--- config.mk ---
export PLATFORM = sky130hd
export DESIGN_NAME = uart_transmitter_fifo
export DESIGN_NICKNAME = d
export VERILOG_FILES = /design/src/rtl/uart_transmitter_fifo.sv
export SDC_FILE = /design/constraint.sdc
export NUM_CORES = 1
export LEC_CHECK = 0
export ABC_AREA = 1
export ABC_CLOCK_PERIOD_IN_PS = 2370
export BUFFER_PORTS_ARGS = -buffer_cell sky130_fd_sc_hd__buf_2
export CAP_MARGIN = 0
export CORE_ASPECT_RATIO = 2
export CORE_MARGIN = 1
export CORE_UTILIZATION = 51
export DETAILED_ROUTE_END_ITERATION = 8
export GPL_TIMING_DRIVEN = 0
export PLACE_DENSITY = 0.73
export SLEW_MARGIN = 20
export SYNTH_ARGS = -nofsm -noshare
export SYNTH_HDL_FRONTEND = slang
export SYNTH_SLANG_ARGS = --single-unit
--- constraint.sdc ---
create_clock -name CLK -period 2.37 [get_ports CLK]
set_input_delay 0.474 -clock CLK [delete_from_list [all_inputs] [get_ports CLK]]
set_output_delay 0.474 -clock CLK [all_outputs]
set_load 0.02 [all_outputs]
--- src/rtl/uart_transmitter_fifo.sv ---
// Snapshot-and-send byte buffer feeding the UART TX core.
// Optional CR/LF tail: define UART_TX_FIFO_CRLF_EN.
module uart_transmitter_fifo #(
  parameter int BUFFER_SIZE = 16
) (
  input  logic                          CLK,
  input  logic                          RST_N,
  input  logic                          iCLR,
  input  logic                          iSTART,
  input  logic [$clog2(BUFFER_SIZE):0]  iLEN,
  input  logic [8*BUFFER_SIZE-1:0]      iDATA,
  input  logic                          iTX_BUSY,
  output logic                          oDE,
  output logic [7:0]                    oDATA,
  output logic                          oBUSY,
  output logic                          oDONE
);

  localparam int IW = $clog2(BUFFER_SIZE) + 1;
  localparam int SW = IW - 1;

  typedef enum logic [2:0] {
    IDLE,
    SEND,
    WAIT_ACK,
    WAIT_DONE,
    DONE
  } state_t;

  state_t state_q, state_n;

  logic [BUFFER_SIZE-1:0][7:0] snap_q;
  logic [BUFFER_SIZE-1:0][7:0] src_snap;
  logic [IW-1:0] len_q, idx_q, idx_n;
  logic [IW-1:0] len_in, src_idx, src_len;
  logic [1:0]    tail_q, tail_n;
  logic [7:0]    data_n, src_byte;
  logic          accept, take, pay_ok;

  assign len_in = (iLEN > IW'(BUFFER_SIZE)) ?
                  IW'(BUFFER_SIZE) : iLEN;

  // In IDLE the candidate byte comes straight from the inputs
  // so the first strobe can follow the start edge directly.
  assign src_snap = (state_q == IDLE) ? iDATA : snap_q;
  assign src_len  = (state_q == IDLE) ? len_in : len_q;
  assign src_idx  = (state_q == IDLE) ? '0 : idx_q + IW'(1);
  assign src_byte = src_snap[src_idx[SW-1:0]];
  assign pay_ok   = (src_idx < src_len) &&
                    (src_byte != 8'h00);

  // Next-state, next-byte and abort handling.
  always_comb begin
    state_n = state_q;
    idx_n   = idx_q;
    tail_n  = tail_q;
    data_n  = oDATA;
    accept  = 1'b0;
    take    = 1'b0;
    unique case (state_q)
      IDLE: begin
        if (iSTART) begin
          accept = 1'b1;
          idx_n  = '0;
          tail_n = 2'd0;
          take   = 1'b1;
        end
      end
      SEND: state_n = WAIT_ACK;
      WAIT_ACK: begin
        if (iTX_BUSY) state_n = WAIT_DONE;
      end
      WAIT_DONE: begin
        if (!iTX_BUSY) begin
          unique case (tail_q)
            2'd0: begin
              idx_n = idx_q + IW'(1);
              take  = 1'b1;
            end
            2'd1: begin
              tail_n  = 2'd2;
              state_n = SEND;
              data_n  = 8'h0A;
            end
            default: state_n = DONE;
          endcase
        end
      end
      DONE: begin
        state_n = IDLE;
        idx_n   = '0;
      end
      default: state_n = IDLE;
    endcase
    if (take) begin
      if (pay_ok) begin
        state_n = SEND;
        data_n  = src_byte;
      end else begin
`ifdef UART_TX_FIFO_CRLF_EN
        tail_n  = 2'd1;
        state_n = SEND;
        data_n  = 8'h0D;
`else
        state_n = DONE;
`endif
      end
    end
    if (iCLR) begin
      state_n = IDLE;
      idx_n   = '0;
      tail_n  = 2'd0;
      data_n  = 8'h00;
      accept  = 1'b0;
    end
  end

  // State, counters and registered outputs.
  always_ff @(posedge CLK or negedge RST_N) begin
    if (!RST_N) begin
      state_q <= IDLE;
      idx_q   <= '0;
      tail_q  <= 2'd0;
      oDE     <= 1'b0;
      oDATA   <= 8'h00;
      oBUSY   <= 1'b0;
      oDONE   <= 1'b0;
    end else begin
      state_q <= state_n;
      idx_q   <= idx_n;
      tail_q  <= tail_n;
      oDE     <= (state_n == SEND);
      oDATA   <= data_n;
      oBUSY   <= (state_n != IDLE);
      oDONE   <= (state_n == DONE);
    end
  end

  // Snapshot of buffer and clamped length on acceptance.
  always_ff @(posedge CLK or negedge RST_N) begin
    if (!RST_N) begin
      snap_q <= '0;
      len_q  <= '0;
    end else if (iCLR) begin
      snap_q <= '0;
      len_q  <= '0;
    end else if (accept) begin
      snap_q <= iDATA;
      len_q  <= len_in;
    end
  end

endmodule
### Word level (Yosys, flattened, before mapping)

Cells that the tools add are included.

| storage, ports and cells | value |
|---|---|
| flip-flop bits (word level) | 154 |
| bits in latches | 0 |
| RAM bits | 0 |
| ROM bits | 0 |
| input bits | 138 |
| memories | 0 |

| cells by class | value |
|---|---|
| add/subtract/negate cells | 1 |
| multiply operators | 0 |
| div/mod/pow operators | 0 |
| order comparisons | 3 |
| equal/unequal tests | 11 |
| shifts and indexed selects | 0 |
| mux-type cells | 39 |
| bitwise gates (word level) | 0 |
| reduce and logical (&&, ||, !) cells | 10 |

Operator list:

| cell | count |
|---|---|
| 2-to-1 mux 128 bit | 3 |
| 2-to-1 mux 8 bit | 7 |
| 2-to-1 mux 5 bit | 9 |
| binary-select mux 8 bit (select 4 bit) | 1 |
| 2-to-1 mux 3 bit | 5 |
| case mux 5 bit (3 select lines) | 1 |
| case mux 3 bit (4 select lines) | 1 |
| inequality test 3 bit, second input constant | 3 |
| 2-to-1 mux 2 bit | 4 |
| AND reduction 4 bit | 2 |
| nonzero test 8 bit | 1 |
| equality test 3 x 1 -> 1 bit, second input constant | 2 |
| equality test 3 x 2 -> 1 bit, second input constant | 2 |
| equality test 3 bit, second input constant | 2 |
| case mux 3 bit (2 select lines) | 1 |
| nonzero test 3 bit | 2 |
| adder 5 x 1 -> 5 bit, second input constant | 1 |
| > comparator 5 bit, second input constant | 1 |
| less-than comparator 4 x 5 -> 1 bit, second input constant | 1 |
| less-than comparator 5 bit | 1 |
| 2-to-1 mux 1 bit | 5 |
| case mux 2 bit (2 select lines) | 1 |
| nonzero test 4 bit | 1 |
| zero test 3 bit | 1 |
| 6 further kinds | 6 |

### Logic depth before layout (Yosys ltp)

| logic depth | value |
|---|---|
| word-level depth | 10 |
| mapped depth | 18 |

### Worst setup path after synthesis

OpenSTA, ideal clock, no wires.

| timing | value |
|---|---|
| path type | reg2reg |
| start point | register idx_q[1] |
| end point | register oBUSY |
| arrival | 2.162 ns |
| data required time | 2.245 ns |
| path slack | 0.083 ns |
| stages on the path, launching flop included | 18 |
| path buffers | 3 |
| clock period less this slack | 2.287 ns |
| cells stage by stage | dfrtp_1 > ha_1 > buf_2 > nand2_2 > buf_6 > buf_6 > inv_1 > ha_1 > nand3_1 > nand2_1 > nand2_1 > nand2_1 > nand2_1 > nand2_1 > a21oi_4 > nand2_4 > nand3_2 > nand3_1 |

| on the way | value |
|---|---|
| cells in the longest elaborated chain, start to end | 10 |

RTL lines:

| what | line | RTL |
|---|---|---|
| start, declared | 34 | `logic [IW-1:0] len_q, idx_q, idx_n;` |
| start signal, assigned | 130 | `idx_q <= idx_n;` |
| adder 5 x 1 -> 5 bit * | 47 | `assign src_idx = (state_q == IDLE) ? '0 : idx_q + IW'(1);` |
| 2-to-1 mux 5 bit * | 47 |  |
| binary-select mux 8 bit (select 4 bit) | 48 | `assign src_byte = src_snap[src_idx[SW-1:0]];` |
| 2-to-1 mux 8 bit (implied by the code) | 48 |  |
| nonzero test 8 bit | 50 | `(src_byte != 8'h00);` |
| logical AND 1 bit * | 49 | `assign pay_ok = (src_idx < src_len) &&` |
| 2-to-1 mux 3 bit * | 96 | `if (pay_ok) begin` |
| 2-to-1 mux 3 bit * | 95 | `if (take) begin` |
| 2-to-1 mux 3 bit * | 109 | `if (iCLR) begin` |
| nonzero test 3 bit * | 134 | `oBUSY <= (state_n != IDLE);` |
| end signal, assigned | 134 |  |
| end, declared | 15 | `output logic oBUSY,` |

Every way passes the cells marked *; elsewhere a longest branch is shown, timed or not. The select of a mux whose other input is x is not followed.
A chain may end at the register's enable or synchronous reset.

### Worst setup path after layout

| timing | value |
|---|---|
| start point | register idx_q[0] |
| end point | register oBUSY |

The elaborated chain is that of the path after synthesis.

==> results.sh <==
export IMPL_start_util_pct=51.9
export IMPL_post_drt_wl_per_cell_um=19.5
export IMPL_cp_end_kind="flip-flop"
export IMPL_rows=65
export IMPL_fin_worst_hold_slack_ns=-0.00618
export IMPL_syn_nets=1255
export IMPL_syn_area_mm2=0.00814
export IMPL_finalHoldViolations=1
export IMPL_crit_family="simple AND/OR/NAND/NOR gates"
export IMPL_hold_class="in -> async"
export IMPL_die_w_um=91.3
export IMPL_clk_latency_ns=0.43
export IMPL_synth_distinct_cells=32
export IMPL_criticalPathCategory="reg -> reg"
export IMPL_syn_area_per_cell_um2=7.32
export IMPL_regArea_mm2=0.00383
export IMPL_slowest_stage="dfrtp_1"
export IMPL_place_hpwl_um=21300
export IMPL_vias=8603
export IMPL_antenna_found_initial=0
export IMPL_n_antenna_cell=0
export IMPL_fillers=1441
export IMPL_grt_pass1_vias=8696
export IMPL_vdd_drop_max_mv=0.498
export IMPL_fin_crit_sh_pct=104
export IMPL_viasPerCell=5.69
export IMPL_grt_max_degree=84
export IMPL_path_max_fanout=5
export IMPL_multi_input_area_mm2=0.00381
export IMPL_cts_sinks=153
export IMPL_syn_inst=1112
export IMPL_path_clk_slew_ns=0.06
export IMPL_htree_levels=4
export IMPL_worstMarginPinSlew_ns=0.920
export IMPL_fin_tns_setup_ns=-0.515
export IMPL_grt_pass1_wl_um=45100
export IMPL_route_final_wire_length_um=29500
export IMPL_numPortBuffers=148
export IMPL_die_area_mm2=0.0165
export IMPL_timing_final_crit_period_ns=2.46
export IMPL_worstSetupStartpointType="flip-flop"
export IMPL_power_leakage_nw=5.69
export IMPL_ant_nets=0
export IMPL_core_area_mm2=0.0157
export IMPL_gp_congestion=0.952
export IMPL_maxSlewHeadroom_pct=38.7
export IMPL_crit_top_cell="nand2_4"
export IMPL_maxCapViolCount=0
export IMPL_grt_use_total_pct=36.9
export IMPL_ys_ff_latch=153
export IMPL_drc=0
export IMPL_fmax_ghz=0.407
export IMPL_power_density_mw_per_mm2=805
export IMPL_die_h_um=181
export IMPL_syn_to_final_growth_pct=26.2
export IMPL_status="complete, but fails checks"
export IMPL_cp_arrival_ns=2.77
export IMPL_io_pins=149
export IMPL_root_buffer="clkbuf_16"
export IMPL_dr_pass1_iters=5
export IMPL_cp_required_ns=2.69
export IMPL_cp_cell_sequence="ha_1 -> buf_6 -> nand2_4 -> buf_8 -> buf_12 -> buf_12 -> nand4_1 -> nand2_1 -> nand3_2 -> nand2_2 -> nand2_1 -> nor2_2 -> nand2_4 -> nand2_8 -> nand2_4 -> nand2_4 -> nand3_2"
export IMPL_numCtsBuffers=17
export IMPL_setup_slack_ns=-0.0869
export IMPL_ys_seq_area_share_pct=47.0
export IMPL_setup_viol=12
export IMPL_nNetsFinal=1441
export IMPL_fin_util_pct=65.5
export IMPL_yosysWarningCount=0
export IMPL_drtIter0Drc=758
export IMPL_slowest_delay_ns=0.39
export IMPL_finClkSkew_ns=0.00917
export IMPL_cp_num_buf_inv=4
export IMPL_maxSlewViolCount=0
export IMPL_rsz0062_at_grt="true"
export IMPL_overflow=0
export IMPL_clock_path_buffers=2
export IMPL_drive_above_1_share_pct=23.4
export IMPL_cts_tree="yes"
export IMPL_violations="hold timing, setup timing"
==> metrics by stage <==
stage                     setup WS, ns  area (µm²)  hold slack [ns]  power (mW)  cells
final                          -0.0869       10300         -0.00618        8.27   1511
after global routing            -0.161       10300           0.0440        8.57   1511
after CTS                      -0.0856       10100           0.0180        8.08   1505
after detailed placement        -0.416        9170            0.459        5.04   1462
after global placement           -1.49        9130            0.453        5.01   1461
after floorplan                 0.0830        8140            0.178        4.24   1112
==> worst register-to-register path, delay by kind of cell (launching register included) <==
family,cells,cell delay (ns)
adder cells (fa/ha/maj),1,0.31
buffers and inverters,4,0.49
flip-flops,1,0.39
AND/OR/NAND/NOR,12,1.16
==> placed cells by master, fill, tap and decap left out, drive strengths merged <==
cell,instances
nor4,2
nor2,51
buf,203
dfrtp,153
bufinv,4
nand4,24
inv,83
clkbuf,64
clkinvlp,1
o21ai,62
a21oi,31
nor3,1
o41ai,2
nand3,221
xor2,2
ha,5
o22ai,4
clkinv,4
nand2,389
or2,1
a211oi,1
o2111ai,2
==> metal layers <==
layer	global-route usage [%]	part of all wire (%)
met1	39.5	34
met2	62.8	50
met3	5.95	6.8
met4	31.0	8.8
met5	0	0
==> sequential cells by signal, indices dropped and copies added (netlist names) <==
| signal | cells |
|---|---|
| oBUSY | 1 |
| oDE | 1 |
| tail_q | 1 |
| oDATA | 8 |
| oDONE | 1 |
| idx_q | 5 |
| state_q | 3 |
| len_q | 5 |
| snap_q | 128 |
==> synth_stat cells <==
cell	number	share of area, %
a21oi_1	30	1.8
nor2_4	2	0.28
a21oi_4	1	0.20
ha_1	5	0.77
buf_4	2	0.18
nand2_2	3	0.23
nor3_1	1	0.061
nand3_4	1	0.22
buf_6	6	0.83
clkinv_1	2	0.092
a211oi_1	1	0.092
o41ai_1	2	0.22
inv_2	6	0.28
o22ai_1	4	0.31
nor2_8	1	0.25
nand3_1	219	13
inv_1	77	3.6
buf_1	7	0.32
dfrtp_1	153	47
clkbuf_1	39	1.8
or2_1	1	0.077
nor2_1	48	2.2
nor4_1	2	0.15
xor2_1	2	0.22
nand2_4	2	0.28
buf_2	23	1.4
o21ai_1	6	0.37
nand2_1	383	18
nand3_2	1	0.12
o2111ai_1	2	0.22
nand4_1	24	1.8
o21ai_0	56	3.4
==> cell families (layout without fill, tap and decap cells) <==
kind of cell | Yosys count | in the layout | synth area share, %
and+or+nand+nor | 688 | 689 | 36.8
adders and majority gates | 5 | 5 | 0.768
xor gates and xnor gates | 2 | 2 | 0.215
buffers and inverters | 162 | 359 | 8.47
AOI/OAI and AO/OA | 102 | 102 | 6.69
DFF | 153 | 153 | 47.0
==> report_power, final <==
group | total (mW) | internal [mW] | switching (mW)
registers | 3.12 | 2.91 | 0.204
logic | 2.18 | 0.723 | 1.45
clock network | 2.98 | 1.90 | 1.08
==> final timing paths <==
| check | to | from | slack, ns | depth (start not counted) |
|---|---|---|---|---|
| min in group CLK | snap_q[16] | iDATA[16] | 0.27 | 3 |
| min reg2reg | snap_q[21] | snap_q[21] | 0.47 | 2 |
| max reg2reg | oBUSY | idx_q[0] | -0.09 | 17 |
| max in group asynchronous | snap_q[3] | RST_N | 1.55 | 2 |
| min | snap_q[62] | RST_N | -0.006 | 1 |
| max | oBUSY | idx_q[0] | -0.09 | 17 |
==> layout make-up <==
type | instances | share of cell area (%)
plain buffers | 77 | 4.48
flip-flops and latches | 153 | 37.3
repair buffers | 166 | 9.36
clock buffers | 24 | 4.88
clock inverters | 7 | 1.34
well taps | 201 | 2.45
multi-input cells | 798 | 37.1
inverters | 85 | 3.14
==> what timing repair did <==
| action | in CTS | in global routing |
|---|---|---|
| hold buffers | 0 | 0 |
| buffers inserted | 11 | 4 |
| pin swaps | 18 | 29 |
| gates resized for setup | 46 | 67 |
| endpoints found under the setup margin | 127 | 109 |
| gates cloned | 1 | 2 |
Power figures use the tool's default switching activity.
